<file path="src/rtl/mem_access_stage.sv">
`timescale 1ns/1ps
// mem_access_stage: RISC-V memory-access stage.
// Each load or store becomes a single-word request on a variable-latency
// data-memory port. The stage steers byte lanes, builds the write mask,
// sign/zero-extends loads and flags misaligned accesses. It stalls the
// pipeline while a request is outstanding. Non-memory instructions reach
// write-back one cycle after they are accepted.
//
// Handshakes:
//   upstream   - an instruction is accepted on a rising edge where
//                in_valid & in_ready; in_ready is high only in IDLE.
//   data mem   - dmem_req rises the cycle after accept. dmem_req, dmem_addr,
//                dmem_we and dmem_wdata then hold until the first edge with
//                dmem_ack high, and dmem_rdata is sampled on that edge.
//                dmem_ack is ignored while no request is pending.
//   downstream - out_valid is a one-cycle pulse with no backpressure;
//                misaligned qualifies it.
module mem_access_stage #(
    parameter int DWIDTH = 32,
    parameter int AWIDTH = 32
) (
    input  logic              clk,
    input  logic              rst_n,
    input  logic              in_valid,
    output logic              in_ready,
    input  logic [DWIDTH-1:0] alu_out,
    input  logic [DWIDTH-1:0] store_data,
    input  logic              ctrl_mem_read,
    input  logic              ctrl_mem_write,
    input  logic [2:0]        ctrl_mem_func,
    input  logic              ctrl_reg_we,
    input  logic [4:0]        rd_addr,
    output logic              dmem_req,
    output logic [3:0]        dmem_we,
    output logic [AWIDTH-1:0] dmem_addr,
    output logic [DWIDTH-1:0] dmem_wdata,
    input  logic              dmem_ack,
    input  logic [DWIDTH-1:0] dmem_rdata,
    output logic              out_valid,
    output logic [DWIDTH-1:0] out_data,
    output logic [4:0]        out_rd,
    output logic              out_reg_we,
    output logic              misaligned,
    output logic              dbg_state
);

    typedef enum logic {IDLE = 1'b0, BUSY = 1'b1} state_t;

    state_t            state;
    logic [2:0]        func_q;
    logic [1:0]        lane_q;
    logic              store_q;
    logic [4:0]        rd_q;
    logic              reg_we_q;

    logic              mem_op;
    logic              is_byte;
    logic              is_half;
    logic              is_word;
    logic              addr_mis;
    logic [3:0]        req_we;
    logic [DWIDTH-1:0] req_wdata;
    logic [7:0]        rd_byte;
    logic [15:0]       rd_half;
    logic [DWIDTH-1:0] load_value;

    assign in_ready  = (state == IDLE);
    assign dbg_state = (state == BUSY);

    // Decode the access size, detect misalignment, and build the store mask and lane-replicated data.
    // BU/HU encodings exist only for loads, so a store carrying them falls back to a word access.
    always_comb begin
        mem_op    = ctrl_mem_read | ctrl_mem_write;
        is_byte   = 1'b0;
        is_half   = 1'b0;
        req_we    = 4'b0000;
        req_wdata = '0;
        case (ctrl_mem_func)
            3'b000:  is_byte = 1'b1;
            3'b001:  is_half = 1'b1;
            3'b100:  is_byte = !ctrl_mem_write;
            3'b101:  is_half = !ctrl_mem_write;
            default: ;
        endcase
        is_word  = !is_byte && !is_half;
        addr_mis = (is_half && alu_out[0]) || (is_word && (alu_out[1:0] != 2'b00));
        if (ctrl_mem_write) begin
            if (is_byte) begin
                req_we    = 4'b0001 << alu_out[1:0];
                req_wdata = {4{store_data[7:0]}};
            end else if (is_half) begin
                req_we    = 4'b0011 << {alu_out[1], 1'b0};
                req_wdata = {2{store_data[15:0]}};
            end else begin
                req_we    = 4'b1111;
                req_wdata = store_data;
            end
        end
    end

    // Extract the addressed lane from the returned word and extend it according to the registered funct3.
    always_comb begin
        rd_byte = dmem_rdata[{lane_q, 3'b000} +: 8];
        rd_half = lane_q[1] ? dmem_rdata[31:16] : dmem_rdata[15:0];
        case (func_q)
            3'b000:  load_value = {{(DWIDTH-8){rd_byte[7]}}, rd_byte};
            3'b100:  load_value = {{(DWIDTH-8){1'b0}}, rd_byte};
            3'b001:  load_value = {{(DWIDTH-16){rd_half[15]}}, rd_half};
            3'b101:  load_value = {{(DWIDTH-16){1'b0}}, rd_half};
            default: load_value = dmem_rdata;
        endcase
    end

    // IDLE/BUSY controller with registered request and write-back outputs.
    always_ff @(posedge clk or negedge rst_n) begin
        if (!rst_n) begin
            state      <= IDLE;
            dmem_req   <= 1'b0;
            dmem_we    <= 4'b0000;
            dmem_addr  <= '0;
            dmem_wdata <= '0;
            out_valid  <= 1'b0;
            out_data   <= '0;
            out_rd     <= 5'd0;
            out_reg_we <= 1'b0;
            misaligned <= 1'b0;
            func_q     <= 3'b000;
            lane_q     <= 2'b00;
            store_q    <= 1'b0;
            rd_q       <= 5'd0;
            reg_we_q   <= 1'b0;
        end else begin
            out_valid  <= 1'b0;
            misaligned <= 1'b0;
            case (state)
                IDLE: begin
                    if (in_valid) begin
                        if (!mem_op) begin
                            out_valid  <= 1'b1;
                            out_data   <= alu_out;
                            out_rd     <= rd_addr;
                            out_reg_we <= ctrl_reg_we;
                        end else if (addr_mis) begin
                            // The faulting access never reaches memory and writes no register.
                            out_valid  <= 1'b1;
                            misaligned <= 1'b1;
                            out_data   <= '0;
                            out_rd     <= rd_addr;
                            out_reg_we <= 1'b0;
                        end else begin
                            dmem_req   <= 1'b1;
                            dmem_addr  <= {alu_out[AWIDTH-1:2], 2'b00};
                            dmem_we    <= req_we;
                            dmem_wdata <= req_wdata;
                            func_q     <= ctrl_mem_func;
                            lane_q     <= alu_out[1:0];
                            store_q    <= ctrl_mem_write;
                            rd_q       <= rd_addr;
                            reg_we_q   <= ctrl_reg_we;
                            state      <= BUSY;
                        end
                    end
                end
                BUSY: begin
                    if (dmem_ack) begin
                        dmem_req   <= 1'b0;
                        out_valid  <= 1'b1;
                        out_rd     <= rd_q;
                        out_data   <= store_q ? '0 : load_value;
                        out_reg_we <= !store_q && reg_we_q;
                        state      <= IDLE;
                    end
                end
            endcase
        end
    end

endmodule
</file>
<file path="config.mk">
export PLATFORM = sky130hd
export DESIGN_NAME = mem_access_stage
export DESIGN_NICKNAME = d
export VERILOG_FILES = /design/src/rtl/mem_access_stage.sv
export SDC_FILE = /design/constraint.sdc
export NUM_CORES = 1
export LEC_CHECK = 0
export CORE_MARGIN = 2
export CORE_UTILIZATION = 41
export CTS_CLUSTER_SIZE = 12
export DETAILED_ROUTE_END_ITERATION = 16
export GPL_TIMING_DRIVEN = 0
export PLACE_DENSITY = 0.74
export SYNTH_ARGS = -nofsm -noshare
export SYNTH_HDL_FRONTEND = slang
export SYNTH_SLANG_ARGS = --single-unit
</file>
<file path="constraint.sdc">
create_clock -name clk -period 2.34 [get_ports clk]
set_input_delay 0.351 -clock clk [delete_from_list [all_inputs] [get_ports clk]]
set_output_delay 0.351 -clock clk [all_outputs]
set_load 0.01 [all_outputs]
</file>
==> flow_metrics.env <==
export IMPL_yosysWarnings=0
export IMPL_grt_antenna_before_repair=0
export IMPL_post_route_drc_count=0
export IMPL_htree_levels=4
export IMPL_insertion_delay_ns=0.42
export IMPL_p_clk_share_pct=29.8
export IMPL_path_class="in -> reg"
export IMPL_first_pass_iters=5
export IMPL_grt_pass1_vias=5932
export IMPL_cp_cell_sequence="clkdlybuf4s50_1 > or2_2 > buf_2 > o211ai_2 > a21o_1 > buf_2 > buf_2 > a31oi_1"
export IMPL_area_growth_syn_to_layout_pct=48.22
export IMPL_p_total_mw=8.645
export IMPL_cts_tree="built"
export IMPL_p_comb_share_pct=35.9
export IMPL_slew_headroom_pct=33.78
export IMPL_layout_setup_ws_ns=0.1499
export IMPL_worst_path_most_repeated_cell="buf_2"
export IMPL_dieArea_um2=16410
export IMPL_placed_cell_area_um2=8766
export IMPL_layout_nets=963
export IMPL_grt_max_degree=64
export IMPL_syn_area_per_cell_um2=10.30
export IMPL_worstPathArrival_ns=2.48
export IMPL_first_iter_violations=417
export IMPL_antenna_diode_count=0
export IMPL_max_stage_delay_ns=0.54
export IMPL_max_cap_violations=0
export IMPL_gp_congestion=0.9074
export IMPL_synthesis_area_um2=6316
export IMPL_pin_count=222
export IMPL_seqPwrFrac_pct=34.2
export IMPL_die_h_um=128.1
export IMPL_finalInstanceArea_um2=9361
export IMPL_fmax_mhz=456.6
export IMPL_r2r_slack_ns=0.17
export IMPL_start_util_pct=41.70
export IMPL_end_kind="flip-flop"
export IMPL_min_path_type="in -> reg"
export IMPL_timing_hold_violations_final=0
export IMPL_leakagePower_nw=3.860
export IMPL_core_um2=15150
export IMPL_fin_crit_ns=2.190
export IMPL_final_cell_mix="clkdlybuf4s50_1 (217), dfrtp_1 (120), nand2_1 (90)"
export IMPL_status="complete, no violations"
export IMPL_port_buffers=218
export IMPL_rows=45
export IMPL_fin_skew_ns=0.004506
export IMPL_clock_path_buffers=2
export IMPL_p_per_area_nw_per_um2=923.4
export IMPL_critical_path_required_ns=2.63
export IMPL_layout_drive_gt1_share_pct=10.87
export IMPL_tightest_slew_ns=0.9873
export IMPL_numCtsBuffers=17
export IMPL_start_kind="input pin"
export IMPL_final_common_cell="clkdlybuf4s50_1"
export IMPL_dp_cells=1021
export IMPL_clkSinkCount=120
export IMPL_routedWlPerCell_um=19.89
export IMPL_viasPerCell=5.595
export IMPL_p_int_mw=5.945
export IMPL_p_switching_mw=2.699
export IMPL_pre_cts_ws_ns=-0.3231
export IMPL_antenna_left=0
export IMPL_die_x_um=128.1
export IMPL_setup_viol=0
export IMPL_grt_util_all_layers_pct=26.01
export IMPL_ys_types=44
export IMPL_grt_remaining_overflow=0
export IMPL_clock_tree_root_cell="clkbuf_16"
export IMPL_route_vias_total=5892
export IMPL_postCtsSetupBuffers=0
export IMPL_synth_seq_cells=120
export IMPL_netlist_instances=613
export IMPL_slew_viol_final=0
export IMPL_grt_pass1_wl_mm=32.74
export IMPL_clk_pin_slew_worst_paths_ns=0.06
export IMPL_dp_hpwl_mm=15.87
export IMPL_fin_crit_sh_pct=93.59
export IMPL_critPathSlowestCell="clkdlybuf4s50_1"
export IMPL_ys_seq_area_share_pct=47.54
export IMPL_layout_cells_non_filler=1053
export IMPL_swShare_pct=31.23
export IMPL_ir_worst_vdd_mv=0.5160
export IMPL_cp_max_fo=10
export IMPL_rsz0062_at_grt="no"
export IMPL_wl_mm=20.94
==> worst paths after layout <==
check,end,start,cells after the start
worst min-delay path,out_data[0],alu_out[0],3
min in group asynchronous,dmem_addr[7],rst_n,2
worst min register to register,dmem_we[1],dmem_we[1],1
worst max-delay path,out_data[12],ctrl_mem_write,8
worst max register to register,out_data[26],func_q[1],6
max in group asynchronous,out_data[15],rst_n,3
==> cell usage after synthesis, drive strengths merged <==
| cell | instances | area share [%] |
|---|---|---|
| dfrtp | 120 | 48 |
| nand2 | 90 | 5.3 |
| mux2 | 76 | 14 |
| clkbuf | 33 | 2.0 |
| a211oi | 32 | 3.8 |
| a31oi | 32 | 3.2 |
| o21ai | 30 | 2.4 |
| buf | 27 | 2.1 |
| mux2i | 23 | 3.6 |
| a21oi | 19 | 1.6 |
| a21boi | 18 | 2.1 |
| inv | 16 | 0.95 |
| nor2 | 11 | 0.65 |
| o211ai | 10 | 1.3 |
| a21bo | 9 | 1.4 |
| nand4 | 9 | 0.89 |
| o2111ai | 9 | 1.2 |
| a22oi | 8 | 1.0 |
| nor3b | 8 | 1.0 |
| a32o | 7 | 1.1 |
| nand2b | 4 | 0.40 |
| or2 | 4 | 0.40 |
| a211o | 3 | 0.42 |
| nor2b | 3 | 0.30 |
| a21o | 2 | 0.24 |
| a22o | 1 | 0.14 |
| and2 | 1 | 0.099 |
| clkinv | 1 | 0.059 |
| conb | 1 | 0.059 |
| mux4 | 1 | 0.36 |
| nand3 | 1 | 0.16 |
| nor3 | 1 | 0.16 |
| o221ai | 1 | 0.14 |
| o22ai | 1 | 0.099 |
| o41ai | 1 | 0.14 |
==> repair_timing <==
action                                 4_1_cts  5_1_grt
endpoints found under the hold margin       57        0
setup endpoints to repair                    0       26
hold buffers                                 1        0
resized for setup                            0        6
==> stage by stage <==
step | setup TNS (ns) | utilization, % | hold slack (ns)
floorplan | 0 | - | 0.05541
global placement | -457.30 | 57.69 | 0.4674
detailed placement | -19.23 | 57.88 | 0.3615
CTS | 0 | 61.75 | 0.2747
global route | 0 | 61.81 | 0.3006
finish | 0 | 61.81 | 0.2806
==> sequential cells by signal, summed over array words and instances (netlist names) <==
register / cells
out_reg_we: 1
misaligned: 1
dmem_req: 1
dbg_state: 1
dmem_we: 4
func_q: 3
out_data: 32
out_rd: 5
store_q: 1
reg_we_q: 1
lane_q: 2
dmem_addr: 30
out_valid: 1
dmem_wdata: 32
rd_q: 5
==> final cells by class <==
type,count,area [um^2]
fill,1258,5784
tap,188,235.2
sequential,120,3003
clock inverter,8,95.09
timing repair buffer,220,2221
clock buffer,24,481.7
multi-input combinational,417,3004
inverter,17,63.81
buffer,59,257.7
==> critical path: cells and delay by family <==
kind                   cells  cell delay (ns)
AO/OA/AOI/OAI              3             0.48
buffers and inverters      4             1.29
AND/OR/NAND/NOR            1             0.34
==> metal layers <==
layer / up-vias / wire length, um / GRT usage [%]
li1: 2713 / - / -
met4: 0 / 561 / 8.727
met3: 38 / 1738 / 7.972
met2: 252 / 9699 / 40.92
met5: - / 0 / 0
met1: 2889 / 8944 / 34.33
==> power by group through the flow <==
stage | Sequential (mW) | Combinational, mW | Clock [mW]
after floorplan | 3.19 | 1.16 | 0
after global routing | 3.03 | 3.34 | 2.70
after global placement | 2.96 | 3.02 | 0
after CTS | 2.97 | 3.11 | 2.61
after detailed placement | 2.99 | 3.09 | 0
final | 2.96 | 3.10 | 2.58
==> kinds of logic (layout without fill, tap and decap cells) <==
family | count (synthesis) | after routing | synth area share, %
compound gates | 183 | 183 | 20.31
simple gates | 132 | 132 | 9.429
flops | 120 | 120 | 47.54
mux | 100 | 100 | 17.55
buf+inv | 77 | 328 | 5.111
other cells | 1 | 2 | 0.05937
Power figures use the tool's default switching activity.
==> RTL change, RTL diff (config.mk and constraints unchanged) <==
Reset style: synchronous (`rst_n`), changed in one clocked block.
--- a/src/rtl/mem_access_stage.sv
+++ b/src/rtl/mem_access_stage.sv
@@ -114,3 +114,3 @@
     // IDLE/BUSY controller with registered request and write-back outputs.
-    always_ff @(posedge clk or negedge rst_n) begin
+    always_ff @(posedge clk) begin
         if (!rst_n) begin
Check against the original RTL: differs if rst_n is asserted again (counterexample within 4 cycles, from zero or initial values and one cycle with rst_n low); with rst_n held inactive, the same outputs for 4 cycles.
==> RTL change against the unedited design <==
Synthesized area decreased by 10%; final area fell by 7.1%; routed wire length rose by 1.4%; sequential share of layout area decreased by 4.4 points; synthesized cell count is 14% higher; worst setup slack lost 27 ps; hold slack better by 130 ps; via count up 6.2%; sequential cell count unchanged; first-iteration DRC count is 32% higher.
Power is not compared: it rests on default switching activity, and its combinational part moved more than twofold at a synthesized area within 25%.
==> RTL change: results (changes against the unedited design) <==
| Metric | Value |
|---|---|
| Worst Setup SP | alu_out[0] |
| WHS Path Cells | 2 (-1) |
| Via-per-instance ratio | 5.56 (-0.60%) |
| Outcome | completed |
| Most instantiated cells after synthesis | 142 x nand2_1, 120 x dfxtp_1, 111 x a21oi_1, 50 x clkbuf_1, 44 x nand3_1 |
| R2R Path Start | dbg_state |
| Port Buf Inserts | 217 (-0.46%) |
| Post-synthesis mux area share | 7.28% (-10 points) |
| Inverters | 20 (+3) |
| Fraction of area in multi-input gates | 33.4% (+1.3 points) |
| Number of clock buffer instances in the layout | 18 (-25%) |
| Finished Layout Cells | 1125 (+6.8%) |
| Layout cells sized above 1 | 10.7% (-0.12 points) |
| WL met2 | 9770 um (+0.68%) |
| Comb_multi_in | 490 (+18%) |
| Async SR Flop Fraction | 0% (-100 points) |
| Worst-margin pin slew | 691 ps (-296 ps) |
| Yosys cell types | 39 (-11%) |
| Die area | 14800 sq um (-9.8%) |
| Most used DFF post-synth | dfxtp_1 |
| Initial detailed-routing violation count | 551 (+32%) |
| GRT Util Overall | 28.5% (+2.4 points) |
| Sequential cell area share | 27.6% (-4.4 points) |
| Grt met2 use | 44.7% (+3.8 points) |
| Final Skew | 6.42 ps (+1.92 ps) |
| Post-Syn Instances | 699 (+14%) |
RTL change: cell types whose count changed in the layout (fill, tap and decap cells not counted), moves of 26 or more:
cell | before | now
a211oi_1 | 32 | 6
a21oi_1 | 18 | 111
a31oi_1 | 32 | 0
dfrtp_1 | 120 | 0
dfxtp_1 | 0 | 120
mux2_1 | 58 | 0
nand2_1 | 90 | 142
nand3_1 | 0 | 44
RTL change: where the power goes:
part / total [W] / internal [W] / switching, W
Combinational: 0.00115 / 0.000575 / 0.000574
Sequential: 0.00224 / 0.00217 / 0.0000716
Clock: 0.00270 / 0.00171 / 0.000990
RTL change: worst max-delay path by stage:
stage | cells past startpoint | slack (ps) | to
floorplan | 6 | 560 | out_data[26]
global placement | 7 | -330 | dmem_addr[29]
detailed placement | 7 | -390 | rd_q[1]
CTS | 7 | 30 | rd_q[1]
global route | 7 | -10 | rd_q[4]
finish | 7 | 120 | reg_we_q
